===== src/rtl/alarm_clock_core.sv =====
// -----------------------------------------------------------------------------
// alarm_clock_core
//   Timekeeping core with a built-in one-second tick divider, 12/24 h display
//   hours, NUM_ALARMS programmable alarm channels and an hourly chime, all of
//   which drive a single beep state machine.
//
// Ports
//   clk            system clock
//   reset          asynchronous active-high reset
//   set_mod        level; while high the time loads from set_* every cycle
//   set_hours/minutes/seconds   time to load (clamped to 23/59/59)
//   mode_12h       1 = 12 h display hours, 0 = 24 h
//   chime_en       enable the hourly chime
//   alarm_wr       one-cycle strobe writing channel alarm_sel
//   alarm_sel      channel index; indices >= NUM_ALARMS are ignored
//   alarm_hours/alarm_minutes   alarm time to store (clamped)
//   alarm_en       per-channel enable mask
//   ack            silence the beep and clear alarm_hit
//   hours/minutes/seconds       binary 24 h time
//   disp_hours     display hours (12 h or 24 h mapping)
//   pm             1 when hours >= 12
//   tick           one-cycle pulse per second
//   beep           buzzer drive (registered)
//   alarm_hit      sticky per-channel hit flags
// -----------------------------------------------------------------------------
module alarm_clock_core #(
  parameter int TICK_DIV   = 50,
  parameter int NUM_ALARMS = 4,
  parameter int ALARM_SECS = 10,
  parameter int CHIME_SECS = 1
) (
  input  logic                  clk,
  input  logic                  reset,
  input  logic                  set_mod,
  input  logic [5:0]            set_hours,
  input  logic [5:0]            set_minutes,
  input  logic [5:0]            set_seconds,
  input  logic                  mode_12h,
  input  logic                  chime_en,
  input  logic                  alarm_wr,
  input  logic [2:0]            alarm_sel,
  input  logic [5:0]            alarm_hours,
  input  logic [5:0]            alarm_minutes,
  input  logic [NUM_ALARMS-1:0] alarm_en,
  input  logic                  ack,
  output logic [5:0]            hours,
  output logic [5:0]            minutes,
  output logic [5:0]            seconds,
  output logic [5:0]            disp_hours,
  output logic                  pm,
  output logic                  tick,
  output logic                  beep,
  output logic [NUM_ALARMS-1:0] alarm_hit
);

  localparam int DIV_W   = $clog2(TICK_DIV);
  localparam int CNT_MAX = (ALARM_SECS > CHIME_SECS) ? ALARM_SECS : CHIME_SECS;
  localparam int CNT_W   = $clog2(CNT_MAX + 1);

  typedef enum logic [1:0] {
    ST_IDLE  = 2'd0,
    ST_ALARM = 2'd1,
    ST_CHIME = 2'd2
  } state_t;

  // Saturate a 6-bit time field to its legal maximum.
  function automatic logic [5:0] clamp6(input logic [5:0] v, input logic [5:0] max_v);
    clamp6 = (v > max_v) ? max_v : v;
  endfunction

  logic [DIV_W-1:0]      r_div;
  logic                  r_tick;
  logic [5:0]            r_hours, r_minutes, r_seconds;
  logic [5:0]            r_al_h [NUM_ALARMS];
  logic [5:0]            r_al_m [NUM_ALARMS];
  logic [NUM_ALARMS-1:0] r_hit;
  state_t                r_state;
  logic [CNT_W-1:0]      r_cnt;
  logic                  r_beep;

  logic                  w_tick_now;
  logic [5:0]            w_hr_nx, w_min_nx, w_sec_nx;
  logic                  w_roll;
  logic [NUM_ALARMS-1:0] w_match;
  logic                  w_any_match;
  logic                  w_chime_ev;
  state_t                w_state_nx;
  logic [CNT_W-1:0]      w_cnt_nx;
  logic [5:0]            w_disp;

  // The second boundary is the divider's last count; set_mod suppresses it.
  assign w_tick_now = !set_mod && (r_div == DIV_W'(TICK_DIV - 1));

  // Tick divider; tick is registered on the same edge the time advances.
  always_ff @(posedge clk or posedge reset) begin
    if (reset) begin
      r_div  <= '0;
      r_tick <= 1'b0;
    end else if (set_mod) begin
      r_div  <= '0;
      r_tick <= 1'b0;
    end else if (w_tick_now) begin
      r_div  <= '0;
      r_tick <= 1'b1;
    end else begin
      r_div  <= r_div + DIV_W'(1);
      r_tick <= 1'b0;
    end
  end

  // Next time value: load (clamped), full carry chain on tick, or hold.
  always_comb begin
    w_hr_nx  = r_hours;
    w_min_nx = r_minutes;
    w_sec_nx = r_seconds;
    if (set_mod) begin
      w_hr_nx  = clamp6(set_hours, 6'd23);
      w_min_nx = clamp6(set_minutes, 6'd59);
      w_sec_nx = clamp6(set_seconds, 6'd59);
    end else if (w_tick_now) begin
      if (r_seconds >= 6'd59) begin
        w_sec_nx = 6'd0;
        if (r_minutes >= 6'd59) begin
          w_min_nx = 6'd0;
          if (r_hours >= 6'd23) begin
            w_hr_nx = 6'd0;
          end else begin
            w_hr_nx = r_hours + 6'd1;
          end
        end else begin
          w_min_nx = r_minutes + 6'd1;
        end
      end else begin
        w_sec_nx = r_seconds + 6'd1;
      end
    end else begin
      w_hr_nx  = r_hours;
      w_min_nx = r_minutes;
      w_sec_nx = r_seconds;
    end
  end

  // Time registers.
  always_ff @(posedge clk or posedge reset) begin
    if (reset) begin
      r_hours   <= 6'd0;
      r_minutes <= 6'd0;
      r_seconds <= 6'd0;
    end else begin
      r_hours   <= w_hr_nx;
      r_minutes <= w_min_nx;
      r_seconds <= w_sec_nx;
    end
  end

  // Alarm channel storage; indices beyond the channel count match no entry.
  always_ff @(posedge clk or posedge reset) begin
    if (reset) begin
      for (int i = 0; i < NUM_ALARMS; i++) begin
        r_al_h[i] <= 6'd0;
        r_al_m[i] <= 6'd0;
      end
    end else begin
      for (int i = 0; i < NUM_ALARMS; i++) begin
        if (alarm_wr && (alarm_sel == 3'(i))) begin
          r_al_h[i] <= clamp6(alarm_hours, 6'd23);
          r_al_m[i] <= clamp6(alarm_minutes, 6'd59);
        end
      end
    end
  end

  // A roll-over to ss = 00 by tick is the only moment alarms are compared;
  // tick is already masked by set_mod, so loading time never matches.
  assign w_roll = w_tick_now && (w_sec_nx == 6'd0);

  // Per-channel match against the time being entered.
  always_comb begin
    w_match = '0;
    for (int i = 0; i < NUM_ALARMS; i++) begin
      if (w_roll && alarm_en[i] && (r_al_h[i] == w_hr_nx) && (r_al_m[i] == w_min_nx)) begin
        w_match[i] = 1'b1;
      end else begin
        w_match[i] = 1'b0;
      end
    end
  end

  assign w_any_match = |w_match;
  assign w_chime_ev  = w_roll && chime_en && (w_min_nx == 6'd0);

  // Sticky hit flags; ack beats a coincident match.
  always_ff @(posedge clk or posedge reset) begin
    if (reset) begin
      r_hit <= '0;
    end else if (ack) begin
      r_hit <= '0;
    end else begin
      r_hit <= r_hit | w_match;
    end
  end

  // Beep FSM next state; alarms outrank chimes, ack outranks everything.
  always_comb begin
    w_state_nx = r_state;
    w_cnt_nx   = r_cnt;
    if (ack) begin
      w_state_nx = ST_IDLE;
      w_cnt_nx   = '0;
    end else begin
      case (r_state)
        ST_IDLE: begin
          if (w_any_match) begin
            w_state_nx = ST_ALARM;
            w_cnt_nx   = CNT_W'(ALARM_SECS);
          end else if (w_chime_ev) begin
            w_state_nx = ST_CHIME;
            w_cnt_nx   = CNT_W'(CHIME_SECS);
          end else begin
            w_state_nx = ST_IDLE;
          end
        end
        ST_ALARM, ST_CHIME: begin
          if (w_any_match) begin
            w_state_nx = ST_ALARM;
            w_cnt_nx   = CNT_W'(ALARM_SECS);
          end else if (w_tick_now) begin
            // The last remaining second expires on this tick.
            if (r_cnt <= CNT_W'(1)) begin
              w_state_nx = ST_IDLE;
              w_cnt_nx   = '0;
            end else begin
              w_cnt_nx   = r_cnt - CNT_W'(1);
            end
          end else begin
            w_state_nx = r_state;
          end
        end
        default: begin
          w_state_nx = ST_IDLE;
          w_cnt_nx   = '0;
        end
      endcase
    end
  end

  // Beep FSM state, counter and registered buzzer drive.
  always_ff @(posedge clk or posedge reset) begin
    if (reset) begin
      r_state <= ST_IDLE;
      r_cnt   <= '0;
      r_beep  <= 1'b0;
    end else begin
      r_state <= w_state_nx;
      r_cnt   <= w_cnt_nx;
      r_beep  <= (w_state_nx != ST_IDLE);
    end
  end

  // 12 h display mapping: 0 -> 12, 13..23 -> minus 12.
  always_comb begin
    w_disp = r_hours;
    if (mode_12h) begin
      if (r_hours == 6'd0) begin
        w_disp = 6'd12;
      end else if (r_hours > 6'd12) begin
        w_disp = r_hours - 6'd12;
      end else begin
        w_disp = r_hours;
      end
    end else begin
      w_disp = r_hours;
    end
  end

  assign hours      = r_hours;
  assign minutes    = r_minutes;
  assign seconds    = r_seconds;
  assign disp_hours = w_disp;
  assign pm         = (r_hours >= 6'd12);
  assign tick       = r_tick;
  assign beep       = r_beep;
  assign alarm_hit  = r_hit;

endmodule


===== config.mk =====
export PLATFORM = sky130hd
export DESIGN_NAME = alarm_clock_core
export DESIGN_NICKNAME = d
export VERILOG_FILES = /design/src/rtl/alarm_clock_core.sv
export SDC_FILE = /design/constraint.sdc
export NUM_CORES = 1
export LEC_CHECK = 0
export ABC_CLOCK_PERIOD_IN_PS = 3250
export BUFFER_PORTS_ARGS = -buffer_cell sky130_fd_sc_hd__clkbuf_2
export CORE_ASPECT_RATIO = 1.1
export CORE_MARGIN = 2
export CORE_UTILIZATION = 25
export CTS_BUF_LIST = sky130_fd_sc_hd__clkbuf_4 sky130_fd_sc_hd__clkbuf_8
export CTS_CLUSTER_SIZE = 16
export DETAILED_ROUTE_END_ITERATION = 7
export GPL_TIMING_DRIVEN = 0
export PLACE_DENSITY = 0.51
export SYNTH_ARGS = -nofsm -noshare
export SYNTH_HDL_FRONTEND = slang
export SYNTH_SLANG_ARGS = --single-unit

===== constraint.sdc =====
create_clock -name clk -period 3.25 [get_ports clk]
set_clock_uncertainty 0.2 [all_clocks]
set_input_delay 0.65 -clock clk [delete_from_list [all_inputs] [get_ports clk]]
set_output_delay 0.65 -clock clk [all_outputs]
set_load 0.03 [all_outputs]

==> results of run 1 <==
==> worst max-delay path, cell delays in order <==
cell and delay [ps]:
clkbuf_2 150, clkbuf_4 230, clkinvlp_4 170, buf_6 200, o31ai_1 140, a221o_1 280
a221o_1 290, nor4_2 320, nand4_1 120, buf_4 180, nor4b_4 320, a2111oi_4 120
and2_4 210, a2111oi_4 300
==> layer usage <==
layer,up-vias,GRT usage [%],routed length (um)
li1,2863,-,-
met1,2903,23.6,9870
met2,199,27.9,10200
met3,47,2.81,1160
met4,0,6.99,789
met5,-,0,0
==> power groups by stage <==
stage	Combinational [mW]	Sequential, mW	Clock (mW)
global route	1.14	1.37	0.829
floorplan	0.600	1.34	0
detailed placement	0.893	1.37	0
global placement	0.885	1.37	0
CTS	0.986	1.35	0.794
finish	1.04	1.36	0.764
==> final timing paths <==
path / startpoint / end / slack (ps) / cells after the start
setup reg to reg: minutes[0] / beep / -330 / 12
min in group clk: r_al_m[15] / r_al_m[15] / 300 / 2
max in group asynchronous: reset / hours[3] / 2150 / 3
hold reg to reg: r_al_m[15] / r_al_m[15] / 300 / 2
setup / recovery: set_mod / beep / -350 / 14
hold / removal: reset / r_cnt[2] / 50 / 2
==> state kept, by name, indices dropped and copies added (netlist names) <==
name / count
r_div: 6
tick: 1
minutes: 6
hours: 6
r_al_h: 24
beep: 1
r_state: 2
seconds: 6
r_al_m: 24
alarm_hit: 4
r_cnt: 4
==> logic make-up after synthesis <==
kind of cell	count (synthesis)	share of synthesized area [%]
buffers and inverters	70	5.09
adders and majority gates	14	2.91
and+or+nand+nor	293	26.1
muxes	9	1.58
xor gates and xnor gates	39	5.67
DFF	84	34.9
AOI/OAI and AO/OA	193	23.7
==> cell usage after synthesis (all sizes together), types with 5 or more instances <==
master,n
o211ai,10
nand4,11
o31ai,5
nor3,24
nor2,55
ha,14
a22oi,5
or3,7
and3,9
nand2,103
nor4,13
a2111oi,5
nor2b,9
buf,21
xor2,22
clkbuf,13
a211oi,9
and2,10
a31oi,9
a21oi,23
nand3,20
inv,35
o21ai,68
xnor2,17
mux2i,5
dfrtp,84
o2111ai,5
or2,6
==> repair_timing <==
item	4_1_cts	5_1_grt
endpoints found under the setup margin	11	13
buffers inserted	42	24
resized for setup	57	37
pin swaps	35	29
==> metrics by stage <==
step / setup slack, ps / util, % / hold WS [ps] / instances
after floorplan: -185 / - / 266 / 702
after global placement: -1460 / 28.9 / 285 / 1081
after detailed placement: -1200 / 29.0 / 284 / 1082
after CTS: -347 / 32.2 / 56.7 / 1140
after global routing: -493 / 33.6 / 78.6 / 1163
final: -345 / 33.6 / 52.0 / 1163
==> cell type report <==
type / count / share of cell area (%)
buffer: 33 / 2.82
tap: 305 / 4.80
clock buffer: 11 / 1.90
inverter: 36 / 1.89
timing repair buffer: 141 / 11.7
sequential: 84 / 26.5
multi-input combinational: 548 / 49.8
clock inverter: 5 / 0.566
==> flow_summary.ini, run 1 <==
[status]
status = complete, but fails checks
violations = negative setup slack

[grt]
antenna_found_initial = 0
grt_usage_pct = 17.5
grt_first_pass_wirelength_um = 34700
grt_max_degree = 57
grt_pass1_vias = 5940
gr-total-overflow = 0

[layout]
ff_latch_area_um2 = 2110
multi_input_comb_area_um2 = 3960
final_cell_mix = nand2_1 (99), dfrtp_1 (78), clkbuf_2 (76)
fin_nets = 911
diodes = 0
area_growth_pct = 32.1
fillers = 2473
layout-drive-gt1-share_pct = 31.9
final_common_cell = nand2_1
fin_area_um2 = 7950

[pwr]
power.density_nw_per_um2 = 397
finalPower_mw = 3.16
leakagePower_nw = 3.48
pwr-share-clk_pct = 24.2
power_frac_seq_pct = 43.0
ir_drop_mv = 0.163
p_sw_share_pct = 38.9
p_sw_mw = 1.23
p_int_mw = 1.93
p_comb_share_pct = 32.8

[sta]
worstMarginPinSlew_ps = 544
relSlewSlack_pct = 63.6
hold_viol_final = 0
fmax_mhz = 278
rsz0062_at_grt = true
maxSlewViolCount = 0
finalWorstSetupSlack_ps = -345
setup_tns_ps = -1440
finalCritPeriodShare_pct = 111
min_period_ps = 3600
setup_violations = 8

[place]
post-dp-hpwl_um = 16600
port_buffers = 74
postPlaceCellArea_um2 = 6870
gp_congestion = 0.932

[cts]
cts_tree = built
htreeDepth = 3
cts_made_buffers = 9
cts-root-buf = clkbuf_8
cts_sinks = 84
holdBufCountCts = 0
clkLatencyLatePin_ps = 390
path_clk_slew_ps = 100
clk_path_buf_depth = 2

[synth]
synthesis.area_um2 = 6020
synth_area_leaders = dfrtp_1 (35%), nand2_1 (6.2%), o21ai_0 (5.3%)
ys_seq_area_share_pct = 34.9
async_reset_ff_share_pct = 100
yosys.area.top_type = dfrtp_1
yosysUniqueCellTypes = 92
synth_edf_count = 0
synthCells = 702
synth_ff_type = dfrtp_1
synth.avg_cell_area_um2 = 8.58
synth.net_count = 760
ys_ff_latch = 84
netlist.area_leader.share_pct = 34.9
ys_warn_count = 0

[route]
detail_route.wl_per_cell_um = 19.0
finalWirelength_um = 22000
vias = 6012
routed_via_density = 5.17
drtIter0Drc = 407
antenna_left = 0
first_pass_iters = 6
drc = 0

[floorplan]
die_w_um = 152
core_area_um2 = 23700
io_pins = 75
die-area_um2 = 25300
die_y_um = 167
start_util_pct = 25.4
rows = 59

[worst_setup_path]
crit_path_max_fanout = 10
endpoint_kind = flop
cp.arrival_ps = 3690
path_class = input pin to flop
cp_data_required_time_ps = 3350
startpoint_type = input pin

[min_path]
hold_class = input pin to asynchronous set/reset pin

[job]
drv_cap = 0
No activity file was read; power rests on OpenSTA's default activity.
==> run 2, diff against run 1 <==
- CTS_BUF_LIST: sky130_fd_sc_hd__clkbuf_4 sky130_fd_sc_hd__clkbuf_8 -> default
==> run 2 against run 1 <==
- the run still ends with negative setup slack left
- combinational power about the same
- routed wire length rose by 0.57%
- final area increased by 0.88%
- sequential cell count is the same
- clock power up 36%
==> flow_summary.ini, run 2 (synthesis gave the netlist of run 1 again) <==
[cts]
cts_tree = built
holdBufCountCts = 0
cts_made_buffers = 9
cts_sinks = 84
path_clk_slew_ps = 70
cts-root-buf = clkbuf_16
clkLatencyLatePin_ps = 360
clk_path_buf_depth = 2
htreeDepth = 3

[route]
vias = 6006
drtIter0Drc = 359
routed_via_density = 5.18
antenna_left = 0
finalWirelength_um = 22200
first_pass_iters = 6
detail_route.wl_per_cell_um = 19.1
drc = 0

[floorplan]
die_w_um = 152
die-area_um2 = 25300
core_area_um2 = 23700
io_pins = 75
start_util_pct = 25.4
rows = 59
die_y_um = 167

[layout]
fillers = 2468
area_growth_pct = 33.2
multi_input_comb_area_um2 = 3960
layout-drive-gt1-share_pct = 31.8
fin_nets = 908
final_cell_mix = nand2_1 (100), dfrtp_1 (77), clkbuf_2 (75)
ff_latch_area_um2 = 2110
diodes = 0
fin_util_pct = 33.9
final_common_cell = nand2_1
largestRegisters = r_al_h x24, r_al_m x24
fin_area_um2 = 8020
stdcell_count = 1160

[worst_setup_path]
cp.arrival_ps = 3640
cp_data_required_time_ps = 3310
crit_path_max_fanout = 7
path_class = flop to flop
reg2reg_slack_ps = -340
startpoint_type = flop
endpoint_kind = flop

[place]
port_buffers = 74
post-dp-hpwl_um = 16600
postPlaceCellArea_um2 = 6870
gp_congestion = 0.932
dp_cells = 1082

[sta]
fmax_mhz = 279
maxSlewViolCount = 0
relSlewSlack_pct = 63.4
worstMarginPinSlew_ps = 547
hold_viol_final = 0
rsz0062_at_grt = true
setup_violations = 8
finalCritPeriodShare_pct = 110
finalWorstSetupSlack_ps = -338
min_period_ps = 3590

[grt]
grt_pass1_vias = 6047
antenna_found_initial = 0
gr-total-overflow = 0
grt_first_pass_wirelength_um = 35100
grt_max_degree = 57
grt_usage_pct = 17.7

[job]
drv_cap = 0

[status]
status = complete, but fails checks
violations = negative setup slack

[min_path]
hold_class = input pin to asynchronous set/reset pin

[pwr]
leakagePower_nw = 3.51
power.density_nw_per_um2 = 428
ir_drop_mv = 0.203
==> run 2: changes by cell type in the layout (fill, tap and decap cells not counted), sizes merged <==
cell and delta:
clkbuf -5, buf +2, clkinv +1, clkinvlp -1
==> run 2: metrics by stage <==
step           worst slack (ps)  setup TNS, ps  hold WS (ps)  power [mW]
4_1_cts                    -294          -1100           110        3.42
3_5_place_dp              -1200          -9070           284        2.27
6_report                   -338          -1300          92.0        3.43
3_3_place_gp              -1460        -107140           285        2.26
2_1_floorplan              -185           -651           266        1.94
5_1_grt                    -489          -2530           134        3.61
==> run 2: metal layers <==
metal  global-route usage, %  share of wire [%]
met3                    2.58                4.9
met5                       0                  0
met4                    6.99                3.7
met2                    28.2                 46
met1                    24.1                 45
==> run 2: critical path, cell delays in order, from the launching register on <==
cell       delay [ps]
dfrtp_2           450
ha_4              190
o2111a_2          280
buf_6             150
a221o_1           310
a221o_1           340
nor4_2            320
nand4_1           120
buf_4             180
nor4b_4           320
a2111oi_4         130
and2_4            210
a2111oi_4         300
==> run 2: final cells by class <==
| type | count | area share, % |
|---|---|---|
| buffer | 32 | 2.65 |
| clock buffer | 11 | 3.15 |
| clock inverter | 5 | 0.562 |
| inverter | 36 | 1.84 |
| multi-input combinational | 548 | 49.4 |
| sequential | 84 | 26.3 |
| tap | 305 | 4.76 |
| timing repair buffer | 139 | 11.3 |
==> run 2: final timing paths <==
kind / cells past startpoint / from / end
worst min register to register: 2 / r_al_m[16] / r_al_m[16]
worst max-delay path: 12 / minutes[0] / beep
max in group asynchronous: 3 / reset / hours[3]
min in group clk: 2 / r_al_m[16] / r_al_m[16]
worst min-delay path: 2 / reset / r_al_m[10]
worst max register to register: 12 / minutes[0] / beep
==> run 2: repair_timing <==
action                     in CTS  in global routing
setup buffers                  56                  8
setup endpoints to repair      11                 10
gates resized for setup        63                 23
pin swaps                      43                 16
hold endpoints to repair        0                  0
==> run 2: report_power, final <==
group          internal, mW  switching (mW)  total (mW)
registers              1.17           0.179        1.35
logic                 0.423           0.616        1.04
clock network         0.570           0.470        1.04
